<file path="src/rtl/vga_timing_gen.sv">
// vga_timing_gen
//   Raster timing generator for 800x600@60 Hz on a 40 MHz pixel clock (all
//   geometry is parameterised). It keeps a horizontal counter (hcnt) and a
//   vertical counter (vcnt) and registers a decode of them every clock, so
//   every output lags the counters by exactly one cycle.
//
//   Optional feature macro: VGA_TIMING_FRAME_COUNTER_EN
//     When defined, the FrameCount output is added. It counts FrameStart
//     pulses, not counting the first pulse after reset.
//
// Ports
//   Clock       in   1   pixel clock
//   Reset       in   1   asynchronous, active-low reset
//   X           out  11  horizontal position (registered hcnt)
//   Y           out  10  vertical position (registered vcnt)
//   Visible     out  1   X < H_VISIBLE and Y < V_VISIBLE
//   LineStart   out  1   high for one cycle when X == 0
//   FrameStart  out  1   high for one cycle when X == 0 and Y == 0
//   HSync       out  1   horizontal sync, polarity set by SYNC_POS,
//                        delayed by PIPE_DELAY extra stages
//   VSync       out  1   vertical sync, polarity set by SYNC_POS,
//                        delayed by PIPE_DELAY extra stages
//   FrameCount  out  16  frame counter (only with VGA_TIMING_FRAME_COUNTER_EN)
module vga_timing_gen #(
  parameter int H_VISIBLE  = 800,
  parameter int H_FRONT    = 40,
  parameter int H_SYNC     = 128,
  parameter int H_BACK     = 88,
  parameter int V_VISIBLE  = 600,
  parameter int V_FRONT    = 1,
  parameter int V_SYNC     = 4,
  parameter int V_BACK     = 23,
  parameter int SYNC_POS   = 1,
  parameter int PIPE_DELAY = 0
) (
  input  logic        Clock,
  input  logic        Reset,
  output logic [10:0] X,
  output logic [9:0]  Y,
  output logic        Visible,
  output logic        LineStart,
  output logic        FrameStart,
  output logic        HSync,
  output logic        VSync
`ifdef VGA_TIMING_FRAME_COUNTER_EN
  ,
  output logic [15:0] FrameCount
`endif
);

  localparam int H_TOTAL = H_VISIBLE + H_FRONT + H_SYNC + H_BACK;
  localparam int V_TOTAL = V_VISIBLE + V_FRONT + V_SYNC + V_BACK;

  // Geometry constants, sized to the counter widths.
  localparam logic [10:0] H_LAST     = 11'(H_TOTAL - 1);
  localparam logic [10:0] H_VIS_END  = 11'(H_VISIBLE);
  localparam logic [10:0] H_SYNC_BEG = 11'(H_VISIBLE + H_FRONT);
  localparam logic [10:0] H_SYNC_END = 11'(H_VISIBLE + H_FRONT + H_SYNC);
  localparam logic [9:0]  V_LAST     = 10'(V_TOTAL - 1);
  localparam logic [9:0]  V_VIS_END  = 10'(V_VISIBLE);
  localparam logic [9:0]  V_SYNC_BEG = 10'(V_VISIBLE + V_FRONT);
  localparam logic [9:0]  V_SYNC_END = 10'(V_VISIBLE + V_FRONT + V_SYNC);

  localparam logic SYNC_ACT  = (SYNC_POS != 0);
  localparam logic SYNC_IDLE = (SYNC_POS == 0);

  logic [10:0] hcnt_reg;
  logic [9:0]  vcnt_reg;
  logic        hs_reg;
  logic        vs_reg;
  logic        h_last;
  logic        at_origin;
  logic        hs_next;
  logic        vs_next;

  assign h_last    = (hcnt_reg == H_LAST);
  assign at_origin = (hcnt_reg == '0) && (vcnt_reg == '0);

  // Counters: both wrap on the same edge at the last pixel of the frame.
  always_ff @(posedge Clock or negedge Reset) begin
    if (!Reset) begin
      hcnt_reg <= '0;
      vcnt_reg <= '0;
    end else begin
      if (h_last) begin
        hcnt_reg <= '0;
        if (vcnt_reg == V_LAST) begin
          vcnt_reg <= '0;
        end else begin
          vcnt_reg <= vcnt_reg + 10'd1;
        end
      end else begin
        hcnt_reg <= hcnt_reg + 11'd1;
      end
    end
  end

  // VSync is a pure function of vcnt, so it can only change where vcnt
  // changes, i.e. at the hcnt wrap.
  always_comb begin
    hs_next = SYNC_IDLE;
    vs_next = SYNC_IDLE;
    if ((hcnt_reg >= H_SYNC_BEG) && (hcnt_reg < H_SYNC_END)) begin
      hs_next = SYNC_ACT;
    end
    if ((vcnt_reg >= V_SYNC_BEG) && (vcnt_reg < V_SYNC_END)) begin
      vs_next = SYNC_ACT;
    end
  end

  // Output register stage. Reset clears the decodes to 0 (not to the value
  // for the origin), so the first origin pulse appears only after a real edge.
  always_ff @(posedge Clock or negedge Reset) begin
    if (!Reset) begin
      X          <= '0;
      Y          <= '0;
      Visible    <= 1'b0;
      LineStart  <= 1'b0;
      FrameStart <= 1'b0;
      hs_reg     <= SYNC_IDLE;
      vs_reg     <= SYNC_IDLE;
    end else begin
      X          <= hcnt_reg;
      Y          <= vcnt_reg;
      Visible    <= (hcnt_reg < H_VIS_END) && (vcnt_reg < V_VIS_END);
      LineStart  <= (hcnt_reg == '0);
      FrameStart <= at_origin;
      hs_reg     <= hs_next;
      vs_reg     <= vs_next;
    end
  end

  // Sync-only delay line so sync lines up with a downstream colour pipeline.
  generate
    if (PIPE_DELAY == 0) begin : g_no_delay
      assign HSync = hs_reg;
      assign VSync = vs_reg;
    end else begin : g_delay
      logic [PIPE_DELAY-1:0] hs_dly_reg;
      logic [PIPE_DELAY-1:0] vs_dly_reg;

      always_ff @(posedge Clock or negedge Reset) begin
        if (!Reset) begin
          hs_dly_reg <= {PIPE_DELAY{SYNC_IDLE}};
          vs_dly_reg <= {PIPE_DELAY{SYNC_IDLE}};
        end else begin
          hs_dly_reg[0] <= hs_reg;
          vs_dly_reg[0] <= vs_reg;
          for (int i = 1; i < PIPE_DELAY; i++) begin
            hs_dly_reg[i] <= hs_dly_reg[i-1];
            vs_dly_reg[i] <= vs_dly_reg[i-1];
          end
        end
      end

      assign HSync = hs_dly_reg[PIPE_DELAY-1];
      assign VSync = vs_dly_reg[PIPE_DELAY-1];
    end
  endgenerate

`ifdef VGA_TIMING_FRAME_COUNTER_EN
  // first_seen_reg skips the first origin after reset, so frame 0 reads 0.
  logic        first_seen_reg;
  logic [15:0] frame_cnt_reg;

  always_ff @(posedge Clock or negedge Reset) begin
    if (!Reset) begin
      first_seen_reg <= 1'b0;
      frame_cnt_reg  <= '0;
    end else if (at_origin) begin
      first_seen_reg <= 1'b1;
      if (first_seen_reg) begin
        frame_cnt_reg <= frame_cnt_reg + 16'd1;
      end
    end
  end

  assign FrameCount = frame_cnt_reg;
`endif

endmodule

</file>
<file path="config.mk">
export PLATFORM = sky130hd
export DESIGN_NAME = vga_timing_gen
export DESIGN_NICKNAME = d
export VERILOG_FILES = /design/src/rtl/vga_timing_gen.sv
export SDC_FILE = /design/constraint.sdc
export NUM_CORES = 1
export LEC_CHECK = 0
export CELL_PAD_IN_SITES_DETAIL_PLACEMENT = 0
export CELL_PAD_IN_SITES_GLOBAL_PLACEMENT = 1
export CORE_MARGIN = 2
export CORE_UTILIZATION = 42
export DETAILED_ROUTE_END_ITERATION = 8
export GPL_TIMING_DRIVEN = 0
export PLACE_DENSITY_LB_ADDON = 0.05
export SLEW_MARGIN = 30
export SYNTH_ARGS = -nofsm -noshare
export SYNTH_HDL_FRONTEND = slang
export SYNTH_SLANG_ARGS = --single-unit
</file>
<file path="constraint.sdc">
create_clock -name Clock -period 2.15 [get_ports Clock]
set_input_delay 0.43 -clock Clock [delete_from_list [all_inputs] [get_ports Clock]]
set_output_delay 0.43 -clock Clock [all_outputs]
set_load 0.005 [all_outputs]
</file>
==> results of run 1 <==
[cell usage after synthesis (3+ instances only)]
cell type	count	area, um2
and3_1	7	43.79
xnor2_1	5	43.79
and4_1	5	43.79
nor3_1	3	15.01
nor2_1	9	33.78
ha_1	5	62.56
dfrtp_1	47	1176
xor2_1	6	52.55
nand3_1	8	40.04
inv_1	5	18.77
nand4_1	5	31.28
a21oi_1	3	15.01
o21ai_0	3	15.01
nand2_1	14	52.55
[kinds of logic (layout without fill, tap and decap cells)]
group | after synthesis | in the layout | synth area share [%]
XOR/XNOR | 12 | 12 | 5.925
adder cells (fa/ha/maj) | 5 | 5 | 3.292
AO/OA/AOI/OAI | 14 | 14 | 4.411
AND/OR/NAND/NOR | 65 | 65 | 21.00
multiplexers | 2 | 2 | 1.119
buffers and inverters | 8 | 43 | 2.370
flip-flops | 47 | 47 | 61.88
[through the flow]
| stage | std cells | hold slack [ns] | worst slack (ns) | cell area (um2) | util, % |
|---|---|---|---|---|---|
| finish | 240 | 0.1242 | 0.4177 | 2337 | 53.68 |
| CTS | 240 | 0.1423 | 0.4042 | 2337 | 53.68 |
| global placement | 232 | 0.3853 | -0.5377 | 2236 | 51.35 |
| floorplan | 153 | 0.1344 | 0.5927 | 1901 | - |
| detailed placement | 232 | 0.3819 | 0.4388 | 2233 | 51.29 |
| global route | 240 | 0.1646 | 0.3112 | 2337 | 53.68 |
[power by group]
group	total, W	switching [W]	internal [W]
Sequential	0.000883	0	0.000883
Combinational	0.0000169	0.0000157	0.00000120
Clock	0.000575	0.000283	0.000292
[final cells by class]
type / count / area [um2]
Buffer: 3 / 26.28
Clock buffer: 7 / 96.34
Clock inverter: 1 / 7.507
Fill cell: 378 / 2017
Inverter: 5 / 18.77
Multi-Input combinational cell: 98 / 679.4
Sequential cell: 47 / 1176
Tap cell: 52 / 65.06
Timing Repair Buffer: 27 / 267.8
[worst max-delay path, stage by stage, from the launching register on]
cell and delay, ns:
dfrtp_1 0.43, ha_1 0.23, and4_4 0.28, and4_4 0.24, buf_6 0.16, nand4_4 0.12
xnor2_2 0.15
[path summary, 6_finish.rpt]
path	startpoint	end	cells past startpoint
worst max-delay path	hcnt_reg[0]	vcnt_reg[3]	6
worst min-delay path	Reset	hcnt_reg[7]	1
worst max register to register	hcnt_reg[0]	vcnt_reg[3]	6
worst min register to register	vcnt_reg[3]	Y[3]	0
max in group asynchronous	Reset	Y[2]	1
min in group Clock	vcnt_reg[3]	Y[3]	0
[metal layers]
| metal | GRT usage, % | up-vias | part of all wire [%] |
|---|---|---|---|
| li1 | - | 600 | - |
| met1 | 22.61 | 581 | 51 |
| met3 | 4.079 | 7 | 5.0 |
| met5 | 0 | - | 0 |
| met2 | 20.27 | 29 | 43 |
| met4 | 5.241 | 0 | 1.3 |
==> impl_metrics.env, run 1 <==
export IMPL_period_needed_ns=1.732
export IMPL_die_y_um=71.27
export IMPL_cp_end_kind="register"
export IMPL_mostFrequentLayoutCell="dfrtp_1"
export IMPL_power_static_leakage_nw=1.084
export IMPL_hpwl_mm=2.242
export IMPL_ir_drop_mv=0.3620
export IMPL_grt_pass1_vias=1189
export IMPL_reg2reg_setup_slack_ns=0.42
export IMPL_grt_first_pass_wirelength_mm=5.885
export IMPL_worstSkewPairLatency_ns=0.30
export IMPL_yosysSeqAreaShare_pct=61.88
export IMPL_synthFlopType="dfrtp_1"
export IMPL_start_kind="register"
export IMPL_rsz0062_at_grt="no"
export IMPL_io_buffers=27
export IMPL_synth_edf_count=0
export IMPL_diodes=0
export IMPL_timing_final_crit_share_pct=80.57
export IMPL_syn_area_um2=1901
export IMPL_totalPowerFinal_w=0.001475
export IMPL_finalNetCount=194
export IMPL_ys_seq_elements=47
export IMPL_drt_pass1_iter_count=4
export IMPL_synth_nets=160
export IMPL_max_freq_mhz=577.3
export IMPL_wl_mm=3.408
export IMPL_drt_initial_drc_count=126
export IMPL_cts_root_buf="clkbuf_8"
export IMPL_synth_avg_cell_area_um2=12.42
export IMPL_tns_ns=0
export IMPL_final_cell_mix="dfrtp_1 (47), clkdlybuf4s50_1 (26), nand2_1 (14)"
export IMPL_antenna_left=0
export IMPL_dieArea_um2=5079
export IMPL_critPathArrivalTime_ns=1.92
export IMPL_postCtsHoldBufs=0
export IMPL_clk_pin_slew_worst_paths_ns=0.08
export IMPL_clock_path_buffers=2
export IMPL_vias=1217
export IMPL_overflow=0
export IMPL_drive_gt1_share_pct=10.64
export IMPL_tightest_slew_ns=0.5622
export IMPL_cts_num_sinks=47
export IMPL_vias_per_cell=5.071
export IMPL_min_path_type="in -> async"
export IMPL_relSlewSlack_pct=62.52
export IMPL_cts_setup_buffers=0
export IMPL_synth_warnings=0
export IMPL_slew_violations=0
export IMPL_required_ns=2.34
export IMPL_final_setup_skew_ns=0.004044
export IMPL_routedWlPerCell_um=14.20
export IMPL_powerDensity_nw_per_um2=631.1
export IMPL_hold_viol_final=0
export IMPL_cts_made_buffers=5
export IMPL_ctsResizeCount=0
export IMPL_synthCells=153
export IMPL_die_w_um=71.27
export IMPL_ioPinCount=28
export IMPL_cap_violations=0
export IMPL_critical_path_class="reg -> reg"
export IMPL_row_count=24
export IMPL_cts_tree="done"
export IMPL_drc=0
export IMPL_cts_htree_levels=2
export IMPL_antenna_found_initial=0
export IMPL_cp_max_fo=10
export IMPL_track_usage_pct=14.80
export IMPL_ys_async_sr_fraction_pct=100.0
export IMPL_outcome="finished clean"
export IMPL_core_area_um2=4354
export IMPL_synth_distinct_cells=35
export IMPL_setup_viol=0
export IMPL_grt_max_degree=48
export IMPL_place_congestion=0.7911
export IMPL_initial_utilization_pct=43.65
export IMPL_syn2layout_area_growth_pct=22.98
Power figures use the tool's default switching activity.
==> inputs of run 2 (changes only) <==
==> constraint.sdc (replaced) <==
create_clock -name Clock -period 1.6 [get_ports Clock]
set_input_delay 0.32 -clock Clock [delete_from_list [all_inputs] [get_ports Clock]]
set_output_delay 0.32 -clock Clock [all_outputs]
set_load 0.005 [all_outputs]
==> run 2 against run 1 <==
Against the previous run:
- power is 34% higher
- clock skew about the same
- clock-buffer cell count unchanged
- sequential power grew 35%
- sequential share of layout area fell by 1.4 points
- critical path depth stayed put
- sequential cell count stayed put
- global-route usage grew 0.27 points
- worst hold slack got worse by 0.11 ns
- setup slack worse by 0.39 ns
- critical path type unchanged
- largest cell class unchanged
==> impl_metrics.env, run 2 (synthesis gave the netlist of run 1 again) <==
export IMPL_vias=1257
export IMPL_placed_cell_area_um2=2233
export IMPL_min_path_type="in -> async"
export IMPL_critPathArrivalTime_ns=1.75
export IMPL_ioPinCount=28
export IMPL_setup_viol=0
export IMPL_overflow=0
export IMPL_finalInstanceArea_um2=2411
export IMPL_die_y_um=71.27
export IMPL_track_usage_pct=15.07
export IMPL_vias_per_cell=5.131
export IMPL_required_ns=1.79
export IMPL_cp_max_fo=7
export IMPL_dieArea_um2=5079
export IMPL_worstSkewPairLatency_ns=0.30
export IMPL_max_freq_mhz=637.4
export IMPL_io_buffers=27
export IMPL_mostFrequentLayoutCell="dfrtp_1"
export IMPL_place_congestion=0.7911
export IMPL_crit_slowest_cell="dfrtp_1"
export IMPL_routedWlPerCell_um=14.25
export IMPL_final_setup_skew_ns=0.004380
export IMPL_ff2ff_path_depth=6
export IMPL_period_needed_ns=1.569
export IMPL_cpMostUsedCell="and4_4"
export IMPL_core_area_um2=4354
export IMPL_drt_initial_drc_count=132
export IMPL_reg2reg_from="hcnt_reg[0]"
export IMPL_rsz0062_at_grt="yes"
export IMPL_antenna_left=0
export IMPL_cp_end_kind="register"
export IMPL_final_cell_mix="dfrtp_1 (44), clkdlybuf4s50_1 (26), nand2_1 (14)"
export IMPL_grt_max_degree=48
export IMPL_grt_first_pass_wirelength_mm=5.996
export IMPL_diodes=0
export IMPL_cts_num_sinks=47
export IMPL_relSlewSlack_pct=62.86
export IMPL_row_count=24
export IMPL_antenna_found_initial=0
export IMPL_timing_final_crit_share_pct=98.05
export IMPL_critPathMaxStageDelay_ns=0.41
export IMPL_syn2layout_area_growth_pct=26.86
export IMPL_powerDensity_nw_per_um2=819.1
export IMPL_cap_violations=0
export IMPL_outcome="finished clean"
export IMPL_cts_root_buf="clkbuf_8"
export IMPL_r2r_end="vcnt_reg[3]"
export IMPL_clk_pin_slew_worst_paths_ns=0.08
export IMPL_clock_path_buffers=2
export IMPL_wl_mm=3.492
export IMPL_power_static_leakage_nw=1.108
export IMPL_drive_gt1_share_pct=16.06
export IMPL_initial_utilization_pct=43.65
export IMPL_die_w_um=71.27
export IMPL_cts_tree="done"
export IMPL_start_kind="register"
export IMPL_cts_made_buffers=5
export IMPL_fillers=372
export IMPL_cts_htree_levels=2
export IMPL_critical_path_class="reg -> reg"
export IMPL_postCtsHoldBufs=0
export IMPL_slew_violations=0
export IMPL_grt_pass1_vias=1196
export IMPL_hold_viol_final=0
export IMPL_worst_path_dominant_cell_family="simple AND/OR/NAND/NOR gates"
export IMPL_ir_drop_mv=0.4835
export IMPL_hpwl_mm=2.242
export IMPL_place_inst=232
export IMPL_tightest_slew_ns=0.5572
export IMPL_path_buf_inv=1
export IMPL_drc=0
export IMPL_reg2reg_setup_slack_ns=0.03
export IMPL_finalNetCount=199
export IMPL_drt_pass1_iter_count=4
export IMPL_worstPathCellList="ha_4, and4_4, and4_4, buf_8, nand4_4, xnor2_2"
export IMPL_final_cells=245
==> run 2: cell types whose count changed in the layout (fill, tap and decap cells not counted), moves of 2 or more <==
cell and change:
buf_4 +5, dfrtp_1 -3, dfrtp_2 +3, ha_1 -2
==> run 2: power by group <==
part           switching (W)  internal, W  leakage [nW]
Sequential                 0      0.00119         0.622
Clock               0.000373     0.000393        0.0505
Combinational      0.0000209   0.00000161         0.435
==> run 2: worst reg2reg max path, delay by kind of cell, from the launching register on <==
family                     cells  cell delay, ns
DFF                            1            0.41
buffers and inverters          1            0.13
and+or+nand+nor                3            0.60
xor gates and xnor gates       1            0.16
adders and majority gates      1            0.16
==> run 2: layer usage <==
layer / share of wire (%) / global-route usage (%)
met3: 5.1 / 4.079
met5: 0 / 0
met2: 44 / 20.78
met1: 50 / 23.17
met4: 1.3 / 4.822
==> run 2: area by class of cell <==
| type | count | area, um2 | area share [%] |
|---|---|---|---|
| sequential | 47 | 1180 | 48.94 |
| multi-input combinational | 98 | 708.2 | 29.37 |
| clock inverter | 1 | 7.507 | 0.3114 |
| timing repair buffer | 32 | 305.3 | 12.66 |
| clock buffer | 7 | 96.34 | 3.996 |
| inverter | 5 | 18.77 | 0.7784 |
| tap | 52 | 65.06 | 2.698 |
| buffer | 3 | 30.03 | 1.245 |
==> run 2: per-stage QoR <==
step | TNS [ns] | utilization [%] | power (W) | hold slack, ns | setup slack, ns
6_report | 0 | 55.37 | 0.001975 | 0.01280 | 0.03122
5_1_grt | -0.05821 | 55.37 | 0.002068 | 0.05407 | -0.03567
4_1_cts | -0.01285 | 54.37 | 0.002007 | 0.03227 | -0.01285
3_5_place_dp | -0.2452 | 51.29 | 0.001235 | 0.3544 | -0.1112
3_3_place_gp | -46.02 | 51.35 | 0.001235 | 0.3853 | -0.9777
2_1_floorplan | 0 | - | 0.001211 | 0.02441 | 0.04267
==> run 2: worst max path at each step <==
stage	endpoint	slack [ns]	start	depth (start not counted)
6_report	vcnt_reg[3]	0.03	hcnt_reg[0]	6
5_1_grt	vcnt_reg[3]	-0.04	hcnt_reg[0]	6
4_1_cts	vcnt_reg[3]	-0.01	hcnt_reg[0]	6
3_5_place_dp	vcnt_reg[3]	-0.11	hcnt_reg[0]	6
3_3_place_gp	vcnt_reg[3]	-0.98	Reset	1
2_1_floorplan	vcnt_reg[3]	0.04	hcnt_reg[0]	6
==> run 2: timing repair <==
| action | in CTS | in global routing |
|---|---|---|
| cloned | 0 | 0 |
| pin swaps | 1 | 3 |
| resized for setup | 3 | 7 |
| setup endpoints to repair | 8 | 9 |
| setup buffers | 3 | 2 |
==> inputs of run 3 (changes only) <==
--- a/config.mk
+++ b/config.mk
@@ -8,10 +8,10 @@
 export CELL_PAD_IN_SITES_DETAIL_PLACEMENT = 0
 export CELL_PAD_IN_SITES_GLOBAL_PLACEMENT = 1
 export CORE_MARGIN = 2
-export CORE_UTILIZATION = 42
+export CORE_UTILIZATION = 38
 export DETAILED_ROUTE_END_ITERATION = 8
 export GPL_TIMING_DRIVEN = 0
-export PLACE_DENSITY_LB_ADDON = 0.05
+export PLACE_DENSITY = 0.82
 export SLEW_MARGIN = 30
 export SYNTH_ARGS = -nofsm -noshare
 export SYNTH_HDL_FRONTEND = slang
==> constraint.sdc (replaced) <==
create_clock -name Clock -period 1.4 [get_ports Clock]
set_input_delay 0.28 -clock Clock [delete_from_list [all_inputs] [get_ports Clock]]
set_output_delay 0.28 -clock Clock [all_outputs]
set_load 0.01 [all_outputs]
==> run 3 against run 2 <==
Against the previous run:
- clock-buffer cell count decreased by 1
- global-route usage increased by 0.54 points
- highest routed layer unchanged
- register-to-register slack got worse by 0.21 ns
- clock skew increased by 0.0061 ns
- via count increased by 7.6%
- the run now ends with negative setup slack left
- sequential power increased by 14%
- setup slack lost 0.21 ns
==> impl_metrics.env, run 3 (synthesis gave the netlist of run 1 again) <==
export IMPL_cts_htree_levels=2
export IMPL_grt_pass1_vias=1389
export IMPL_dieArea_um2=5583
export IMPL_die_y_um=74.72
export IMPL_tightest_slew_ns=0.5303
export IMPL_fillers=404
export IMPL_track_usage_pct=15.61
export IMPL_placed_cell_area_um2=2280
export IMPL_cts_tree="done"
export IMPL_rsz0062_at_grt="yes"
export IMPL_ioPinCount=28
export IMPL_mostFrequentLayoutCell="dfrtp_1"
export IMPL_relSlewSlack_pct=64.64
export IMPL_critical_path_class="reg -> reg"
export IMPL_cts_root_buf="clkbuf_8"
export IMPL_syn2layout_area_growth_pct=32.52
export IMPL_crit_slowest_cell="dfrtp_1"
export IMPL_final_cells=269
export IMPL_cp_max_fo=6
export IMPL_initial_utilization_pct=39.71
export IMPL_row_count=25
export IMPL_power_static_leakage_nw=1.296
export IMPL_start_kind="register"
export IMPL_routedWlPerCell_um=14.66
export IMPL_slew_violations=0
export IMPL_required_ns=1.59
export IMPL_path_depth=5
export IMPL_cts_num_sinks=47
export IMPL_min_path_type="reg -> reg"
export IMPL_min_path_cells=0
export IMPL_violations="negative setup slack"
export IMPL_drc=0
export IMPL_grt_first_pass_wirelength_mm=6.472
export IMPL_setup_viol=14
export IMPL_drive_gt1_share_pct=25.74
export IMPL_drt_pass1_iter_count=4
export IMPL_place_congestion=0.8047
export IMPL_cap_violations=0
export IMPL_hpwl_mm=2.528
export IMPL_timing_final_crit_share_pct=112.6
export IMPL_ir_drop_mv=0.3175
export IMPL_path_buf_inv=1
export IMPL_cp_end_kind="register"
export IMPL_core_area_um2=4786
export IMPL_final_setup_skew_ns=0.01044
export IMPL_worstPathCellList="nor2_1, and4_4, buf_8, nand4_4, xnor2_2"
export IMPL_utilization_pct=52.63
export IMPL_vias=1352
export IMPL_powerDensity_nw_per_um2=845.7
export IMPL_hold_viol_final=0
export IMPL_overflow=0
export IMPL_place_inst=248
export IMPL_antenna_found_initial=0
export IMPL_outcome="complete, but fails checks"
export IMPL_grt_max_degree=27
export IMPL_clk_pin_slew_worst_paths_ns=0.08
export IMPL_io_buffers=27
export IMPL_critPathArrivalTime_ns=1.77
export IMPL_period_needed_ns=1.577
export IMPL_pre_cts_slack_ns=-0.2959
export IMPL_worst_path_dominant_cell_family="simple AND/OR/NAND/NOR gates"
export IMPL_critPathMaxStageDelay_ns=0.46
export IMPL_multi_input_area_um2=749.5
export IMPL_vias_per_cell=5.026
export IMPL_drt_initial_drc_count=105
export IMPL_die_w_um=74.72
export IMPL_layout_setup_ws_ns=-0.1769
export IMPL_wl_mm=3.944
export IMPL_finalNetCount=210
export IMPL_diodes=0
export IMPL_ff2ff_path_depth=5
export IMPL_ff_latch_area_um2=1184
export IMPL_totalPowerFinal_w=0.002130
export IMPL_finalInstanceArea_um2=2519
export IMPL_antenna_left=0
export IMPL_cts_made_buffers=5
export IMPL_worstSkewPairLatency_ns=0.30
export IMPL_max_freq_mhz=634.1
export IMPL_final_cell_mix="dfrtp_1 (41), dlygate4sd2_1 (26), nand2_1 (13), buf_4 (13), nor2_1 (9)"
export IMPL_clock_path_buffers=2
[run 3: cell count changes in the layout (fill, tap and decap cells not counted), moves of 2 or more]
cell / previous run / this run
dfrtp_1: 44 / 41
dfrtp_2: 3 / 6
nand3_2: 0 / 2
nand3_1: 8 / 6
buf_4: 6 / 13
clkdlybuf4s50_1: 26 / 0
clkbuf_8: 7 / 5
ha_2: 1 / 3
dlygate4sd2_1: 0 / 26
buf_2: 0 / 2
[run 3: report_power, final]
| part | leakage (nW) | internal (W) | switching (W) |
|---|---|---|---|
| Sequential | 0.619 | 0.00136 | 0 |
| Combinational | 0.640 | 0.0000106 | 0.0000264 |
| Clock | 0.0371 | 0.000333 | 0.000404 |
| Total | 1.30 | 0.00170 | 0.000430 |
[run 3: area by class of cell]
class / instances / area share [%]
buffer: 3 / 1.242
multi-input combinational: 98 / 29.76
timing repair buffer: 43 / 15.05
clock buffer: 6 / 2.881
inverter: 5 / 0.7452
tap: 67 / 3.328
sequential: 47 / 46.99
[run 3: final timing paths]
path	startpoint	endpoint	slack (ns)
setup / recovery	hcnt_reg[8]	vcnt_reg[3]	-0.18
min in group asynchronous	Reset	vcnt_reg[5]	0.49
hold / removal	vcnt_reg[4]	Y[4]	0.40
hold reg to reg	vcnt_reg[4]	Y[4]	0.40
max in group asynchronous	Reset	hcnt_reg[7]	0.39
setup reg to reg	hcnt_reg[8]	vcnt_reg[3]	-0.18
[run 3: metrics by stage]
| stage | hold WS (ns) | setup TNS [ns] |
|---|---|---|
| 5_1_grt | 0.4243 | -2.559 |
| 4_1_cts | 0.4058 | -1.357 |
| 3_5_place_dp | 0.2966 | -2.466 |
| 3_3_place_gp | 0.3781 | -53.76 |
| 2_1_floorplan | -0.01559 | -0.3884 |
| 6_report | 0.3997 | -1.581 |
[run 3: metal layers]
layer / global-route usage [%] / vias to the layer above / part of all wire (%)
met5: 0 / - / 0
met1: 18.99 / 664 / 42
met3: 4.016 / 9 / 4.6
met4: 8.333 / 0 / 2.2
li1: - / 638 / -
met2: 25.57 / 41 / 51
[run 3: what timing repair did]
| action | in CTS | in global routing |
|---|---|---|
| buffers inserted | 7 | 7 |
| endpoints found under the hold margin | 21 | 0 |
| resized for setup | 32 | 21 |
| hold buffers | 1 | 0 |
| pin swaps | 7 | 6 |
| setup endpoints to repair | 41 | 19 |
==> patch: new RTL, config.mk and constraints of run 3 <==
The option `VGA_TIMING_FRAME_COUNTER_EN` is turned on by a define.
--- a/src/rtl/vga_timing_gen.sv
+++ b/src/rtl/vga_timing_gen.sv
@@ -23,2 +23,4 @@
 //   FrameCount  out  16  frame counter (only with VGA_TIMING_FRAME_COUNTER_EN)
+`define VGA_TIMING_FRAME_COUNTER_EN
+
 module vga_timing_gen #(
Check against the original RTL (old outputs only; new: FrameCount): equivalent (Yosys induction, for registers that start in step).
==> patch against run 3 <==
- the flow still finishes with violations (setup timing)
- cell area grew 63%
- sequential cell count grew 17
- synthesized cell count grew 51%
- utilization grew 7.1 points
- wire length grew 58%
- power grew 53%
- worst setup slack lost 0.16 ns
- area after synthesis grew 44%
- hold slack lost 0.034 ns
- non-clock buffer count grew 40
==> patch: results (changes against run 3) <==
[status]
status=complete, but fails checks  ; unchanged
violations=setup timing  ; unchanged

[clock_tree]
post_cts_resized=97  ; was 32
htree_levels=3  ; was 2
clk_latency_ns=0.33  ; was 0.30 ns
cts_made_buffers=9  ; was 5

[pwr]
p_leak_nw=2.036  ; was 1.296 nW
pg_seq_w=0.00185  ; was 0.00136 W
irDropWorstVdd_mv=0.5862  ; was 0.3175 mV
comb_power_w=0.0000448  ; was 0.0000370 W

[hold_path]
holdCritPathClass=input port to asynchronous set/reset pin  ; was flop to flop

[placement]
port_buffers=43  ; was 27
dp_slack_ns=-0.4227  ; was -0.2959 ns

[global_routing]
grt_usage=0.1661  ; was 0.1561
grt_pass1_wl_mm=9.811  ; was 6.472 mm
grt_max_degree=46  ; was 27
met3_usage=0.05037  ; was 0.04016
met1_usage=0.2300  ; was 0.1899

[logic_synthesis]
ys_types=37  ; was 35
netlist_top_cells_area=dfrtp_1, xor2_1, ha_1, nand3_1, nor3_2  ; was dfrtp_1, ha_1, nand2_1, xor2_1, and3_1
synthTopCellsByCount=dfrtp_1, xor2_1, nand3_1  ; was dfrtp_1, nand2_1, nor2_1
yosysSeqAreaShare=0.5861  ; was 0.6188

[route]
wl_met3_um=298  ; was 182 um
drtIter0Drc=75  ; was 105

[final_layout]
drive_gt1_frac=0.3804  ; was 0.2574
num-fill-cells=564  ; was 404
layout.nets=329  ; was 210

[sta]
relSlewSlack=0.7840  ; was 0.6464
setup_viol=34  ; was 14
fin_worst_skew_ns=0.007338  ; was 0.01044 ns
postLayoutSetupSlackWorst_ns=-0.3377  ; was -0.1769 ns

[critical_path]
cpPeakStageDelay_ns=0.43  ; was 0.46 ns
cp_max_fo=5  ; was 6

patch: per-stage QoR:
| stage | std cells | area [sq um] | util | hold WS [ns] | setup TNS, ns |
|---|---|---|---|---|---|
| 6_report | 422 | 4103 | 0.5973 | 0.3660 | -8.505 |
| 3_5_place_dp | 371 | 3341 | 0.4863 | 0.1793 | -9.567 |
| 4_1_cts | 414 | 3872 | 0.5638 | 0.3634 | -7.317 |
| 5_1_grt | 422 | 4103 | 0.5973 | 0.3758 | -10.21 |
| 2_1_floorplan | 231 | 2773 | - | -0.01559 | -3.134 |
| 3_3_place_gp | 370 | 3323 | 0.4838 | 0.3542 | -132.40 |
patch: cell families after synthesis:
logic type | after synthesis | share of synthesized area
and+or+nand+nor | 94 | 0.2180
DFF | 64 | 0.5861
xor gates and xnor gates | 28 | 0.08975
buffers and inverters | 19 | 0.03342
AOI/OAI and AO/OA | 18 | 0.03709
adders and majority gates | 6 | 0.02747
muxes | 2 | 0.008241
patch: worst paths after layout:
path / from / end / cells past startpoint
worst max-delay path: hcnt_reg[9] / FrameCount[1] / 5
worst max register to register: hcnt_reg[9] / FrameCount[1] / 5
worst min-delay path: Reset / FrameCount[6] / 2
min in group Clock: vcnt_reg[4] / Y[4] / 0
worst min register to register: vcnt_reg[4] / Y[4] / 0
max in group asynchronous: Reset / hcnt_reg[8] / 3
patch: area by class of cell:
| class | count | area, sq um | area share |
|---|---|---|---|
| clock inverter | 3 | 17.52 | 0.004270 |
| timing repair buffer | 80 | 726.9 | 0.1772 |
| sequential | 64 | 1614 | 0.3934 |
| multi-input combinational | 149 | 1356 | 0.3306 |
| clock buffer | 13 | 148.9 | 0.03629 |
| inverter | 11 | 41.29 | 0.01006 |
| buffer | 6 | 77.57 | 0.01891 |
| tap | 96 | 120.1 | 0.02928 |
